`src/rtl/prog_mealy_machine_if.sv`:
```
// ---------------------------------------------------------------------------
// prog_mealy_machine_if
// Bundles the configuration bus, the symbol stream and the status outputs of
// prog_mealy_machine.
//   cfg_we / cfg_addr / cfg_data : table write port, entry = {next_state, out}
//   in_valid / in                : input symbol stream
//   out / out_valid              : Mealy output, combinational
//   state / step_cnt / err       : current state, saturating step count,
//                                  sticky error flag
// master: the side that programs the table and feeds symbols.
// slave : the machine itself.
// ---------------------------------------------------------------------------
interface prog_mealy_machine_if #(
  parameter int STATE_W = 3,
  parameter int IN_W    = 1,
  parameter int OUT_W   = 1,
  parameter int CNT_W   = 16
);
  logic                     cfg_we;
  logic [STATE_W+IN_W-1:0]  cfg_addr;
  logic [STATE_W+OUT_W-1:0] cfg_data;
  logic                     in_valid;
  logic [IN_W-1:0]          in;
  logic [OUT_W-1:0]         out;
  logic                     out_valid;
  logic [STATE_W-1:0]       state;
  logic [CNT_W-1:0]         step_cnt;
  logic                     err;

  modport master (
    output cfg_we, cfg_addr, cfg_data, in_valid, in,
    input  out, out_valid, state, step_cnt, err
  );

  modport slave (
    input  cfg_we, cfg_addr, cfg_data, in_valid, in,
    output out, out_valid, state, step_cnt, err
  );
endinterface

```
`src/rtl/prog_mealy_machine.sv`:
```
// ---------------------------------------------------------------------------
// prog_mealy_machine
// Table-driven Mealy machine. A table of 2^(STATE_W+IN_W) entries, indexed by
// {state, symbol}, holds {next_state, out}. Each cycle with in_valid high the
// machine emits the entry's out and loads its next_state on the clock edge.
// Ports:
//   clk  : sole clock, rising edge
//   rst  : synchronous active-high reset; clears state, counter, error flag
//          and every table entry to {RESET_STATE, 0}
//   bus  : prog_mealy_machine_if.slave (config port, symbol stream, status)
// ---------------------------------------------------------------------------
module prog_mealy_machine #(
  parameter int STATE_W     = 3,
  parameter int NUM_STATES  = 6,
  parameter int IN_W        = 1,
  parameter int OUT_W       = 1,
  parameter int RESET_STATE = 0,
  parameter int CNT_W       = 16
) (
  input  logic                  clk,
  input  logic                  rst,
  prog_mealy_machine_if.slave   bus
);

  localparam int ADDR_W = STATE_W + IN_W;
  localparam int DATA_W = STATE_W + OUT_W;
  localparam int DEPTH  = 1 << ADDR_W;

  // One extra bit so NUM_STATES == 2^STATE_W is representable.
  localparam logic [STATE_W:0]     NUM_STATES_L = (STATE_W+1)'(NUM_STATES);
  localparam logic [STATE_W-1:0]   RST_ST       = STATE_W'(RESET_STATE);
  localparam logic [DATA_W-1:0]    RST_ENTRY    = {RST_ST, {OUT_W{1'b0}}};
  localparam logic [CNT_W-1:0]     CNT_MAX      = '1;
  localparam logic [CNT_W-1:0]     CNT_ONE      = CNT_W'(1);

  // Table lives in registers: it must be cleared in one cycle on reset and
  // read combinationally for the Mealy output.
  logic [DATA_W-1:0]  r_table [DEPTH];
  logic [STATE_W-1:0] r_state;
  logic [CNT_W-1:0]   r_step_cnt;
  logic               r_err;

  logic [ADDR_W-1:0]  w_idx;
  logic [DATA_W-1:0]  w_entry;
  logic               w_state_ok;
  logic               w_step;
  logic               w_bad_step;
  logic               w_wr_legal;
  logic               w_wr_ok;
  logic               w_wr_bad;

  assign w_idx      = {r_state, bus.in};
  // Read happens before this cycle's write lands, so a same-index write and
  // step naturally see the old entry.
  assign w_entry    = r_table[w_idx];
  assign w_state_ok = ({1'b0, r_state} < NUM_STATES_L);
  assign w_step     = bus.in_valid && w_state_ok;
  assign w_bad_step = bus.in_valid && !w_state_ok;

  assign w_wr_legal = ({1'b0, bus.cfg_data[DATA_W-1:OUT_W]} < NUM_STATES_L);
  assign w_wr_ok    = bus.cfg_we && w_wr_legal;
  assign w_wr_bad   = bus.cfg_we && !w_wr_legal;

  // Output is forced low during reset and whenever no legal step is taken.
  assign bus.out       = (w_step && !rst) ? w_entry[OUT_W-1:0] : '0;
  assign bus.out_valid = bus.in_valid;
  assign bus.state     = r_state;
  assign bus.step_cnt  = r_step_cnt;
  assign bus.err       = r_err;

  always_ff @(posedge clk) begin
    if (rst) begin
      for (int i = 0; i < DEPTH; i++) begin
        r_table[i] <= RST_ENTRY;
      end
    end else if (w_wr_ok) begin
      r_table[bus.cfg_addr] <= bus.cfg_data;
    end
  end

  always_ff @(posedge clk) begin
    if (rst) begin
      r_state    <= RST_ST;
      r_step_cnt <= '0;
      r_err      <= 1'b0;
    end else begin
      if (w_bad_step) begin
        r_state <= RST_ST;
      end else if (w_step) begin
        r_state <= w_entry[DATA_W-1:OUT_W];
      end
      if (w_step && (r_step_cnt != CNT_MAX)) begin
        r_step_cnt <= r_step_cnt + CNT_ONE;
      end
      if (w_bad_step || w_wr_bad) begin
        r_err <= 1'b1;
      end
    end
  end

endmodule
```
`src/flat_wrapper.sv`:
```
// flat-port wrapper written by rule: the top's interface ports become plain ports
module prog_mealy_machine_flat 
#(
  parameter int STATE_W     = 3,
  parameter int NUM_STATES  = 6,
  parameter int IN_W        = 1,
  parameter int OUT_W       = 1,
  parameter int RESET_STATE = 0,
  parameter int CNT_W       = 16
)
  (clk, rst, bus_cfg_we, bus_cfg_addr, bus_cfg_data, bus_in_valid, bus_in, bus_out, bus_out_valid, bus_state, bus_step_cnt, bus_err);
  prog_mealy_machine_if #(.STATE_W(STATE_W), .IN_W(IN_W), .OUT_W(OUT_W), .CNT_W(CNT_W)) bus_i ();
  input  logic clk;
  input  logic rst;
  input wire logic [$bits(bus_i.cfg_we)-1:0] bus_cfg_we;
  input wire logic [$bits(bus_i.cfg_addr)-1:0] bus_cfg_addr;
  input wire logic [$bits(bus_i.cfg_data)-1:0] bus_cfg_data;
  input wire logic [$bits(bus_i.in_valid)-1:0] bus_in_valid;
  input wire logic [$bits(bus_i.in)-1:0] bus_in;
  output wire logic [$bits(bus_i.out)-1:0] bus_out;
  output wire logic [$bits(bus_i.out_valid)-1:0] bus_out_valid;
  output wire logic [$bits(bus_i.state)-1:0] bus_state;
  output wire logic [$bits(bus_i.step_cnt)-1:0] bus_step_cnt;
  output wire logic [$bits(bus_i.err)-1:0] bus_err;
  assign bus_i.cfg_we = bus_cfg_we;
  assign bus_i.cfg_addr = bus_cfg_addr;
  assign bus_i.cfg_data = bus_cfg_data;
  assign bus_i.in_valid = bus_in_valid;
  assign bus_i.in = bus_in;
  assign bus_out = bus_i.out;
  assign bus_out_valid = bus_i.out_valid;
  assign bus_state = bus_i.state;
  assign bus_step_cnt = bus_i.step_cnt;
  assign bus_err = bus_i.err;
  prog_mealy_machine #(.STATE_W(STATE_W), .NUM_STATES(NUM_STATES), .IN_W(IN_W), .OUT_W(OUT_W), .RESET_STATE(RESET_STATE), .CNT_W(CNT_W)) u_core (.clk(clk), .rst(rst), .bus(bus_i));
endmodule
```
`config.mk`:
```
export PLATFORM = sky130hd
export DESIGN_NAME = prog_mealy_machine_flat
export DESIGN_NICKNAME = d
export VERILOG_FILES = /design/src/rtl/prog_mealy_machine_if.sv /design/src/rtl/prog_mealy_machine.sv /design/src/flat_wrapper.sv
export SDC_FILE = /design/constraint.sdc
export NUM_CORES = 1
export LEC_CHECK = 0
export CAP_MARGIN = 20
export CORE_MARGIN = 2
export CORE_UTILIZATION = 50
export DETAILED_ROUTE_END_ITERATION = 8
export PLACE_DENSITY = 0.84
export SYNTH_ARGS = -nofsm -noshare
export SYNTH_HDL_FRONTEND = slang
export SYNTH_SLANG_ARGS = --single-unit
```
`constraint.sdc`:
```
create_clock -name clk -period 1.7 [get_ports clk]
set_clock_uncertainty 0.1 [all_clocks]
set_input_delay 0.255 -clock clk [delete_from_list [all_inputs] [get_ports clk]]
set_output_delay 0.255 -clock clk [all_outputs]
set_load 0.03 [all_outputs]
```
After elaboration in Yosys (flattened, before gate mapping)
Memories as Yosys holds them, arrays and structs flattened.
Index checks and enable logic that the tools add are counted.
Widths: inputs -> output; s select.
Storage, ports and cells
  flip-flop bits (word level): 20
  RAM bits: 64
  bits of input ports: 13
  output and inout port bits: 22
  word-level logic and storage cells: 29
  memories: 1
Operators by class
  add/sub/neg operators: 1
  magnitude comparators: 2
  eq/ne operators: 1
  mux-type cells: 9
  reduce and logical (&&, ||, !) cells: 12
Memory list
  u_core.r_table: words 16, bits a word 4, rd ports 1, clocked after memory_dff 0, wr ports 16, line prog_mealy_machine.sv:38  | logic [DATA_W-1:0] r_table [DEPTH];
Operators by type and width (count)
  $add 16x1->16 const B: 1
  $ne 16x16->1 const B: 1
  $mux 4: 2
  $mux 1: 7
  $logic_and 1x1->1: 6
  $lt 3x3->1 const B: 2
  $reduce_or 4->1: 1
  $logic_not 1->1: 3
  $reduce_or 2->1: 1
  $logic_or 1x1->1: 1

Depth between registers and ports, before layout
Gate-level depths: netlist of run 1.
  word-level depth: 7
  gate-level depth with buffers: 6
  mapped depth without buffers: 5

Least setup slack after synthesis of run 1
No wires, ideal clock.
  path type: reg2out
  start: reg u_core.r_state[0] (netlist: u_core.bus.state[0])
  end: out bus_out
  arrival: 1663 ps
  data required time: 1345 ps
  setup slack: -318 ps
  cell stages (with the launch flop): 6
  path buffers: 1
  cell sequence: dfxtp_1 -> clkbuf_1 -> mux4_2 -> mux2i_1 -> o21ai_0 -> and3b_2
Between the ends
  cells in the longest elaborated chain, start to end: 4
  elaborated cells on any way between the ends: 5
  classes of those cells: 1 x order compare; 1 x mux; 2 x reduce/logical; 1 x memory
Ends and longest elaborated chain
  start, declared: line prog_mealy_machine.sv:39  | logic [STATE_W-1:0] r_state;
  start signal, assigned: line prog_mealy_machine.sv:90  | r_state <= w_entry[DATA_W-1:OUT_W];
  parallel branches: the longest is 3 deep, another holds $mem_v2 16x4
  $mux 1 *: line prog_mealy_machine.sv:65  | assign bus.out = (w_step && !rst) ? w_entry[OUT_W-1:0] : '0;
  end, declared: line flat_wrapper.sv:20  | output wire logic [$bits(bus_i.out)-1:0] bus_out;
Mark *: on every way between the ends.

Worst setup path in the final report of run 1
  start: mem u_core.r_table[10][0] in the netlist's numbering
  end: out bus_out
Between the ends
  cells in the longest elaborated chain, start to end: 2
Ends and longest elaborated chain (line)
  start, declared: prog_mealy_machine.sv:38
  $mem_v2 16x4
  $mux 1: prog_mealy_machine.sv:65
No other way between the ends.

==> results of run 1 <==
==> through the flow <==
| stage | setup slack, ps | instance area, µm² |
|---|---|---|
| 3_5_place_dp | -1070 | 4240 |
| 2_1_floorplan | -42.0 | 3520 |
| 6_report | -438 | 4790 |
| 5_1_grt | -493 | 4790 |
| 4_1_cts | -490 | 4420 |
| 3_3_place_gp | -1050 | 4240 |
==> synthesized netlist by cell type, types with 2 or more instances <==
cell       n
nor4_1     3
or2_2     13
and2_1    49
o21ai_0    3
buf_4      2
clkbuf_1  11
nand2_1    8
and3b_2    2
or4_1      3
buf_2      4
mux2i_1    4
edfxtp_1  48
nand4b_1   2
inv_1      5
and4_1     2
nor3_1     9
mux4_2    10
nand3_1    7
a21oi_1   11
nor2_1    22
nand2b_1   4
nand4_1    3
o31ai_1    4
dfxtp_1   20
nand3b_1   2
nor2b_1    9
mux2_2    10
a211oi_1   2
a31oi_1    6
==> sequential cells by signal, summed over array words and instances, names as in the netlist <==
signal and count:
u_core.bus.step_cnt 16, u_core.bus.err 1, u_core.r_table 48, u_core.bus.state 3
==> report_power, final <==
group	switching [µW]	internal (µW)
Clock	658	536
Sequential	52.6	1850
Combinational	272	289
Total	983	2670
==> worst max-delay path, delay by kind of cell (launching register included) <==
kind / cells / cell delay (ps)
buf+inv: 1 / 140
mux: 2 / 620
compound gates: 1 / 70
simple gates: 1 / 220
flops: 1 / 400
==> final cells by class <==
class / count / area, µm² / share of cell area, %
clock buffer: 9 / 124 / 2.58
clock inverter: 7 / 51.3 / 1.07
inverter: 5 / 21.3 / 0.444
multi-input combinational: 202 / 1750 / 36.5
sequential: 68 / 1880 / 39.2
tap: 80 / 100 / 2.09
timing repair buffer: 101 / 866 / 18.1
==> layer usage <==
layer / share of wire (%) / vias up
met1: 38 / 1316
li1: - / 1259
met5: 0 / -
met3: 3.6 / 32
met4: 4.8 / 0
met2: 53 / 79
==> cells in the final DEF, fill, tap and decap left out, types with 5 or more instances in the layout <==
cell	count
dfxtp_2	10
and2_1	48
mux2_4	7
dfxtp_4	7
nand2_1	5
or2_2	12
clkbuf_8	9
buf_4	56
dlygate4sd2_1	17
mux4_2	10
nor3_1	6
nand3_1	5
a21oi_2	5
edfxtp_1	48
nor2_1	21
buf_6	13
a21oi_1	6
nor2b_1	8
clkdlybuf4s50_1	9
==> cell families after synthesis <==
logic type,share of synthesized area (%)
and+or+nand+nor,25.2
DFF,53.9
adders and majority gates,0.366
buffers and inverters,3.22
muxes,11.1
AOI/OAI and AO/OA,6.26
==> what timing repair did <==
action / in CTS / in global routing
setup endpoints to repair: 48 / 48
resized for setup: 31 / 71
pin swaps: 1 / 18
setup buffers: 2 / 12
hold buffers: 0 / 0
endpoints found under the hold margin: 0 / 0
==> path summary, 6_finish.rpt <==
kind / start / endpoint / slack, ps / cells after the start
setup / recovery: u_core.r_table[10][0]$_SDFFCE_PN0P_ / bus_out / -440 / 5
setup reg to reg: u_core.bus.step_cnt[8]$_SDFFE_PP0P_ / u_core.bus.step_cnt[15]$_SDFFE_PP0P_ / -110 / 5
hold reg to reg: u_core.bus.step_cnt[8]$_SDFFE_PP0P_ / u_core.bus.step_cnt[8]$_SDFFE_PP0P_ / 400 / 2
hold / removal: bus_in_valid / u_core.bus.state[1]$_SDFFE_PP0P_ / 260 / 3
==> run summary, run 1 <==
===============================================================================================
Mapped Area                                                                            3420 µm²
Cell with the biggest individual delay on the critical path                              mux4_2
Min Clock Period, post-route                                                            2140 ps
Global-route congestion overflow total                                                        0
Overall Global Routing Usage                                                              21.9%
Initial DRC Count                                                                           164
Primary FF master, synth                                                               edfxtp_1
Buffer type at the clock tree root                                                     clkbuf_8
Crit share post-route                                                                      126%
CTS tree                                                                                   done
Cells along the critical path                                                      mux4_2 -> mux2i_1 -> o21ai_1 -> and3b_2 -> buf_6
Number of buffers created by CTS                                                              9
Count of fill cells added during filler insertion                                           446
Number of inserted diodes                                                                     0
Die height                                                                              86.7 µm
Start-to-end type of the worst setup path                                               reg2out
Final hold slack                                                                         258 ps
Width of the chip                                                                       86.7 µm
Critical path peak fanout                                                                     1
Vias per Instance                                                                          5.69
Leak pwr                                                                             0.00190 µW
Sink Count                                                                                   68
Total routed wirelength                                                                 8510 µm
Routing usage on met3                                                                     3.90%
Worst endpoint data arrival time                                                        1780 ps
Wire per inst                                                                           18.0 µm
Total Power Consumption                                                                 3660 µW
Kind of path behind the tightest hold check                                              in2reg
Required time reported for the critical path endpoint                                   1340 ps
I/O pins                                                                                     35
Synth Warn #                                                                                  0
Pin count of the biggest net entering global routing                                         34
Share of Yosys cell area claimed by the top area cell type                                42.2%
Worst max-slew margin expressed relative to the limit                                     72.1%
Clock input transition at the sequential cells of the worst setup and hold paths          80 ps
Nets in the synthesized netlist                                                             308
Cell types with the largest area share after synthesis                             edfxtp_1, dfxtp_1, and2_1
Busiest layer in global routing                                                            met2
Worst-Skew Late Latency                                                                  340 ps
Fraction of met2 tracks used by global routing                                            37.8%
Row cnt                                                                                      30
Status                                                                             finished, violations left
Final Setup Violations                                                                       13
Async set-reset flop share out of synthesis                                                  0%
Quantity of I/O buffers inserted on ports                                                    34
First-pass GRT wire length                                                             12500 µm
Max Root-Sink Buffers                                                                         2
Nature of the critical path endpoint                                                output port
Highest attainable clock frequency                                                    0.468 GHz
Number of placed cells counting well taps                                                   443
Nets                                                                                        401
Layout cells sized above 1                                                                45.4%
Violations in the final reports                                                    negative setup slack
Via count of the first global-routing pass                                                 2665
Detailed Place HPWL                                                                     5700 µm
Worst-Margin Slew                                                                        418 ps
Worst stage delay on the critical path                                                   480 ps
Share of synthesized area occupied by flip-flops and latches                              53.9%
Post-route worst setup slack                                                            -438 ps
Average cell area after synthesis                                                      11.6 µm²
PD cells                                                                             763 nW/µm²
Routed via count                                                                           2686
RSZ-0062 raised after global routing                                                       true
Growth of design area from synthesis to finish                                            40.3%
Total iterations of the first detailed-routing run                                            4
Drc violations                                                                                0
Cell Count, Final, Fillers Out                                                              472
Core area                                                                              6720 µm²
EDFF count, synth                                                                            48
Routability congestion estimate                                                           0.832
Worst setup SP type                                                                   flip-flop
Number of instances in the synthesized netlist                                              294
Die area                                                                               7510 µm²
Hold Vio Cnt, Final                                                                           0
Yosys cell types                                                                             45
Worst-case vdd ir drop                                                               0.000428 V
Number of max-cap violations                                                                  0
Seq cells post-synth                                                                         68
Residual antenna-violating net count after detailed routing                                   0
Utilization after layout                                                                  71.3%
Starting Density                                                                          50.9%
Accumulated negative setup slack                                                        -992 ps
Number of antenna violations at the first check in global routing                             0
Yosys top cell by area                                                                 edfxtp_1
Final Max Tran Viols                                                                          0
H-tree Lvls                                                                                   3
Global Route met1 Usage                                                                   25.1%
===============================================================================================
No activity file was read; power rests on OpenSTA's default activity.
==> inputs of run 2 (changes only) <==
- GPL_ROUTABILITY_DRIVEN: unset -> 0
- MAX_ROUTING_LAYER: unset -> met4
==> run summary, run 2 (synthesis results as in run 1) <==
===============================================================================================
Status                                                                             finished, violations left
Violations in the final reports                                                    negative setup slack
Vias per Instance                                                                          5.64   -0.82%
Worst-Skew Late Latency                                                                  340 ps   about the same
Core area                                                                              6720 µm²   unchanged
Post-route worst setup slack                                                            -438 ps   +0.562 ps
Detailed Place HPWL                                                                     5700 µm   unchanged
Clock input transition at the sequential cells of the worst setup and hold paths          80 ps   about the same
Initial DRC Count                                                                           183   +12%
Post-DP Area                                                                           4240 µm²   unchanged
Most frequent standard cell in the layout excluding fill and tap cells                    buf_4
Required time reported for the critical path endpoint                                   1340 ps   about the same
Reg2reg path depth                                                                            6   +1
Internal power contribution                                                             2670 µW   about the same
Starting Density                                                                          50.9%   unchanged
Sink Count                                                                                   68   unchanged
First-pass GRT wire length                                                             12500 µm   about the same
Final Setup Violations                                                                       13   unchanged
Fraction of power consumed by combinational cells                                         15.3%   about the same
I/O pins                                                                                     35   unchanged
Worst endpoint data arrival time                                                        1780 ps   about the same
Worst reg-to-reg setup slack                                                            -100 ps   about the same
Endpoint of the most critical register-to-register path                            u_core.bus.step_cnt[15]$_SDFFE_PP0P_
Die height                                                                              86.7 µm   unchanged
PD cells                                                                             762 nW/µm²   about the same
Via count of the first global-routing pass                                                 2666   +0.038%
Routed via count                                                                           2664   -0.82%
Width of the chip                                                                       86.7 µm   unchanged
Start-to-end type of the worst setup path                                               reg2out
Number of inserted diodes                                                                     0   unchanged
Worst max-slew margin expressed relative to the limit                                     71.7%   -0.33 points
Reg2reg start                                                                      u_core.bus.state[2]$_SDFFE_PP0P_
Number of antenna violations at the first check in global routing                             0   unchanged
RSZ-0062 raised after global routing                                                       true
Worst-Margin Slew                                                                        423 ps   +4.92 ps
Overall Global Routing Usage                                                              22.6%   +0.66 points
Crit share post-route                                                                      126%   about the same
Row cnt                                                                                      30   unchanged
H-tree Lvls                                                                                   3   unchanged
Largest register by flop count                                                     u_core.r_table
Quantity of I/O buffers inserted on ports                                                    34   unchanged
Buffer type at the clock tree root                                                     clkbuf_8
Hold Vio Cnt, Final                                                                           0   unchanged
Global-route congestion overflow total                                                        0   unchanged
Wire per inst                                                                           17.9 µm   -0.48%
Number of buffers created by CTS                                                              9   unchanged
Count of fill cells added during filler insertion                                           446   unchanged
Start point of the critical path                                                   u_core.r_table[3][0]$_SDFFCE_PN0P_
Nature of the critical path endpoint                                                output port
Critical path peak fanout                                                                     1   unchanged
Leak pwr                                                                             0.00190 µW   unchanged
Total iterations of the first detailed-routing run                                            4   unchanged
Growth of design area from synthesis to finish                                            40.3%   unchanged
CTS tree                                                                                   done
Min Clock Period, post-route                                                            2140 ps   -0.562 ps
Worst setup path endpoint                                                               bus_out
Max Root-Sink Buffers                                                                         2   unchanged
Largest register FFs                                                                         48   unchanged
Kind of path behind the tightest hold check                                              in2reg
Nets                                                                                        401   unchanged
Worst-case vdd ir drop                                                               0.000428 V   about the same
Highest attainable clock frequency                                                    0.468 GHz   about the same
Finished layout cell area                                                              4790 µm²   unchanged
Switching Power                                                                          980 µW   -0.27%
Layout cells sized above 1                                                                45.4%   unchanged
Part of the power in the clock network                                                    32.6%   about the same
Pin count of the biggest net entering global routing                                         34   unchanged
Number of max-cap violations                                                                  0   unchanged
Residual antenna-violating net count after detailed routing                                   0   unchanged
Die area                                                                               7510 µm²   unchanged
Net switching fraction of the power                                                       26.8%   -0.053 points
Worst setup SP type                                                                   flip-flop
Utilization after layout                                                                  71.3%   unchanged
Sequential Power Share                                                                    52.0%   about the same
Most frequent cells in the layout                                                  buf_4, and2_1, edfxtp_1
Total routed wirelength                                                                 8470 µm   -0.48%
Final Max Tran Viols                                                                          0   unchanged
Drc violations                                                                                0   unchanged
===============================================================================================
run 2: cell counts in the layout (fill, tap and decap cells not counted):
Identical to the previous run, type by type.
run 2: timing repair:
item / in CTS / in global routing
pin swaps: 1 / 18
setup endpoints to repair: 48 / 48
gates cloned: 0 / 0
buffers inserted: 2 / 12
resized for setup: 31 / 71
hold buffers: 0 / 0
run 2: routing by layer:
| layer | GRT usage [%] | part of all wire [%] | up-vias |
|---|---|---|---|
| li1 | - | - | 1257 |
| met1 | 25.1 | 39 | 1295 |
| met2 | 37.8 | 53 | 79 |
| met3 | 3.90 | 3.3 | 33 |
| met4 | 13.9 | 5.0 | 0 |
| met5 | - | 0 | - |
run 2: worst max-delay path, stage by stage, from the launching register on:
cell and delay, ps:
edfxtp_1 390, mux4_2 490, mux2i_1 140, o21ai_1 70
and3b_2 220, buf_6 140
run 2: per-stage QoR:
stage / worst slack (ps) / TNS, ps / std cells / power, µW / hold WS, ps
2_1_floorplan: -42.0 / -87.6 / 294 / 2220 / 353
3_3_place_gp: -1050 / -32260 / 443 / 2410 / 366
3_5_place_dp: -1070 / -36420 / 443 / 2430 / 390
4_1_cts: -490 / -1720 / 461 / 3590 / 404
5_1_grt: -493 / -1840 / 472 / 3790 / 307
6_report: -438 / -971 / 472 / 3650 / 259
run 2: power groups by stage:
stage | Combinational (µW) | Sequential, µW | Clock [µW]
final | 561 | 1900 | 1190
after CTS | 493 | 1900 | 1200
after global routing | 604 | 1910 | 1280
after detailed placement | 495 | 1930 | 0
after floorplan | 273 | 1950 | 0
after global placement | 480 | 1930 | 0
run 2: worst min-delay path by stage:
stage | startpoint | cells after the start | to
detailed placement | u_core.bus.step_cnt[15]$_SDFFE_PP0P_ | 2 | u_core.bus.step_cnt[15]$_SDFFE_PP0P_
floorplan | bus_cfg_data[0] | 1 | u_core.r_table[0][0]$_SDFFCE_PN0P_
global route | bus_in_valid | 3 | u_core.bus.state[1]$_SDFFE_PP0P_
finish | bus_in_valid | 3 | u_core.bus.state[1]$_SDFFE_PP0P_
global placement | u_core.bus.step_cnt[8]$_SDFFE_PP0P_ | 2 | u_core.bus.step_cnt[8]$_SDFFE_PP0P_
CTS | u_core.bus.step_cnt[15]$_SDFFE_PP0P_ | 2 | u_core.bus.step_cnt[15]$_SDFFE_PP0P_
run 2: area by class of cell:
cell class	instances	area (µm²)	share of cell area (%)
sequential	68	1880	39.2
multi-input combinational	202	1750	36.5
timing repair buffer	101	866	18.1
clock buffer	9	124	2.58
tap	80	100	2.09
clock inverter	7	51.3	1.07
inverter	5	21.3	0.444
==> inputs of run 3 (changes only) <==
- CORE_ASPECT_RATIO: unset -> 0.6
- PLACE_DENSITY: 0.84 -> 0.74
==> run summary, run 3 (synthesis results as in run 1) <==
===============================================================================================
Worst max-slew margin expressed relative to the limit                                     69.3%   -2.5 points
Total routed wirelength                                                                 8550 µm   +0.89%
Quantity of I/O buffers inserted on ports                                                    34   unchanged
Starting Density                                                                          51.4%   +0.55 points
Row cnt                                                                                      23   -23%
Placement-stage worst setup slack                                                      -1080 ps   -6.73 ps
Number of max-cap violations                                                                  0   unchanged
Routed via count                                                                           2615   -1.8%
Growth of design area from synthesis to finish                                            36.6%
Highest attainable clock frequency                                                    0.466 GHz   -0.38%
Hold Vio Cnt, Final                                                                           0   unchanged
Kind of path behind the tightest hold check                                             reg2reg
Nature of the critical path endpoint                                                output port
Wire per inst                                                                           18.4 µm   +2.4%
CTS tree                                                                                   done
Drc violations                                                                                0   unchanged
H-tree Lvls                                                                                   3   unchanged
Leak pwr                                                                             0.00183 µW   -3.9%
Most frequent standard cell in the layout excluding fill and tap cells                    buf_4
Area used by multi-input combinational logic                                           1630 µm²   -7.1%
I/O pins                                                                                     35   unchanged
Residual antenna-violating net count after detailed routing                                   0   unchanged
Pin count of the biggest net entering global routing                                         32   -5.9%
Initial DRC Count                                                                           262   +43%
Critical path peak fanout                                                                     1   unchanged
Largest register by flop count                                                     u_core.r_table
Overall Global Routing Usage                                                              23.9%   +1.3 points
Core area                                                                              6650 µm²   -1.1%
Number of antenna violations at the first check in global routing                             0   unchanged
Most frequent cells in the layout                                                  buf_4, and2_1, edfxtp_1
Total iterations of the first detailed-routing run                                            4   unchanged
Sink Count                                                                                   68   unchanged
Worst endpoint data arrival time                                                        1790 ps   about the same
Largest register FFs                                                                         48   unchanged
Status                                                                             finished, violations left
Max Root-Sink Buffers                                                                         2   unchanged
RSZ-0062 raised after global routing                                                       true
Nets                                                                                        387   -3.5%
Layout cells sized above 1                                                                40.5%   -4.9 points
Register cell area after layout                                                        1880 µm²   about the same
Number of buffers created by CTS                                                              9   unchanged
Die height                                                                              68.0 µm   -22%
First-pass GRT wire length                                                             12800 µm   +2.5%
Buffer type at the clock tree root                                                    clkbuf_16
Final hold slack                                                                         416 ps   +157 ps
PD cells                                                                             938 nW/µm²   +23%
Violations in the final reports                                                    negative setup slack
Detailed Place HPWL                                                                     6050 µm   +6.3%
Worst setup SP type                                                                   flip-flop
Die area                                                                               7530 µm²   +0.29%
Finished layout cell area                                                              4670 µm²   -2.6%
Worst-Skew Late Latency                                                                  330 ps   about the same
Final Max Tran Viols                                                                          0   unchanged
Via count of the first global-routing pass                                                 2392   -10%
Post-route worst setup slack                                                            -446 ps   -8.14 ps
Number of inserted diodes                                                                     0   unchanged
Crit share post-route                                                                      126%   +0.48 points
Post-DP Area                                                                           4220 µm²   -0.50%
Count of fill cells added during filler insertion                                           475   +6.5%
Worst-case vdd ir drop                                                                0.00121 V   +180%
Post-CTS Hold Fix Bufs                                                                        0   unchanged
Clock input transition at the sequential cells of the worst setup and hold paths          60 ps   -20 ps
Worst-Margin Slew                                                                        459 ps   +36.6 ps
Min Clock Period, post-route                                                            2150 ps   +8.14 ps
Width of the chip                                                                        111 µm   +28%
Start-to-end type of the worst setup path                                               reg2out
Vias per Instance                                                                          5.62   -0.36%
Final Setup Violations                                                                        1   -12
Global-route congestion overflow total                                                        0   unchanged
Required time reported for the critical path endpoint                                   1340 ps   about the same
===============================================================================================
run 3: per-stage QoR:
stage / utilization (%) / cells / power [µW] / setup TNS [ps]
floorplan: - / 294 / 2220 / -87.6
global placement: 63.5 / 446 / 2410 / -37600
detailed placement: 63.5 / 446 / 2420 / -37760
CTS: 68.7 / 463 / 4380 / -466
global route: 70.2 / 465 / 4500 / -567
finish: 70.2 / 465 / 4380 / -446
run 3: final cells by class:
| cell class | instances | area share (%) |
|---|---|---|
| clock buffer | 9 | 4.82 |
| clock inverter | 7 | 1.96 |
| inverter | 5 | 0.402 |
| multi-input combinational | 202 | 34.8 |
| sequential | 68 | 40.3 |
| tap | 87 | 2.33 |
| timing repair buffer | 87 | 15.4 |
run 3: path summary, 6_finish.rpt:
check             cells past startpoint  slack, ps                                   end                                  from
setup / recovery                      5       -450                               bus_out    u_core.r_table[9][0]$_SDFFCE_PN0P_
hold / removal                        2        420  u_core.bus.step_cnt[13]$_SDFFE_PP0P_  u_core.bus.step_cnt[13]$_SDFFE_PP0P_
setup reg to reg                      5         10  u_core.bus.step_cnt[15]$_SDFFE_PP0P_   u_core.bus.step_cnt[9]$_SDFFE_PP0P_
hold reg to reg                       2        420  u_core.bus.step_cnt[13]$_SDFFE_PP0P_  u_core.bus.step_cnt[13]$_SDFFE_PP0P_
run 3: worst max-delay path, cell delays in order, from the launching register on:
cell and delay, ps:
edfxtp_1 420, mux4_2 480, mux2i_1 160, o21ai_1 70, and3b_2 200, buf_6 130
run 3: layer usage:
layer  vias to the layer above  global-route usage, %  part of all wire, %
met5                         -                      -                    0
met4                         0                   9.38                  1.4
met3                        10                   7.17                  8.7
met2                        92                   31.8                   41
met1                      1281                   34.2                   49
li1                       1232                      -                    -
run 3: what timing repair did:
action                                  4_1_cts  5_1_grt
endpoints found under the hold margin         0        0
pin swaps                                     5       11
gates resized for setup                      40       25
buffers inserted                              1        2
endpoints found under the setup margin       62       16
run 3: where the power goes:
part | total, µW | leakage [µW] | internal, µW | switching [µW]
combinational | 496 | 0.00106 | 243 | 253
sequential | 1910 | 0.000629 | 1850 | 61.8
clock | 1970 | 0.000145 | 1270 | 692
total | 4380 | 0.00183 | 3370 | 1010
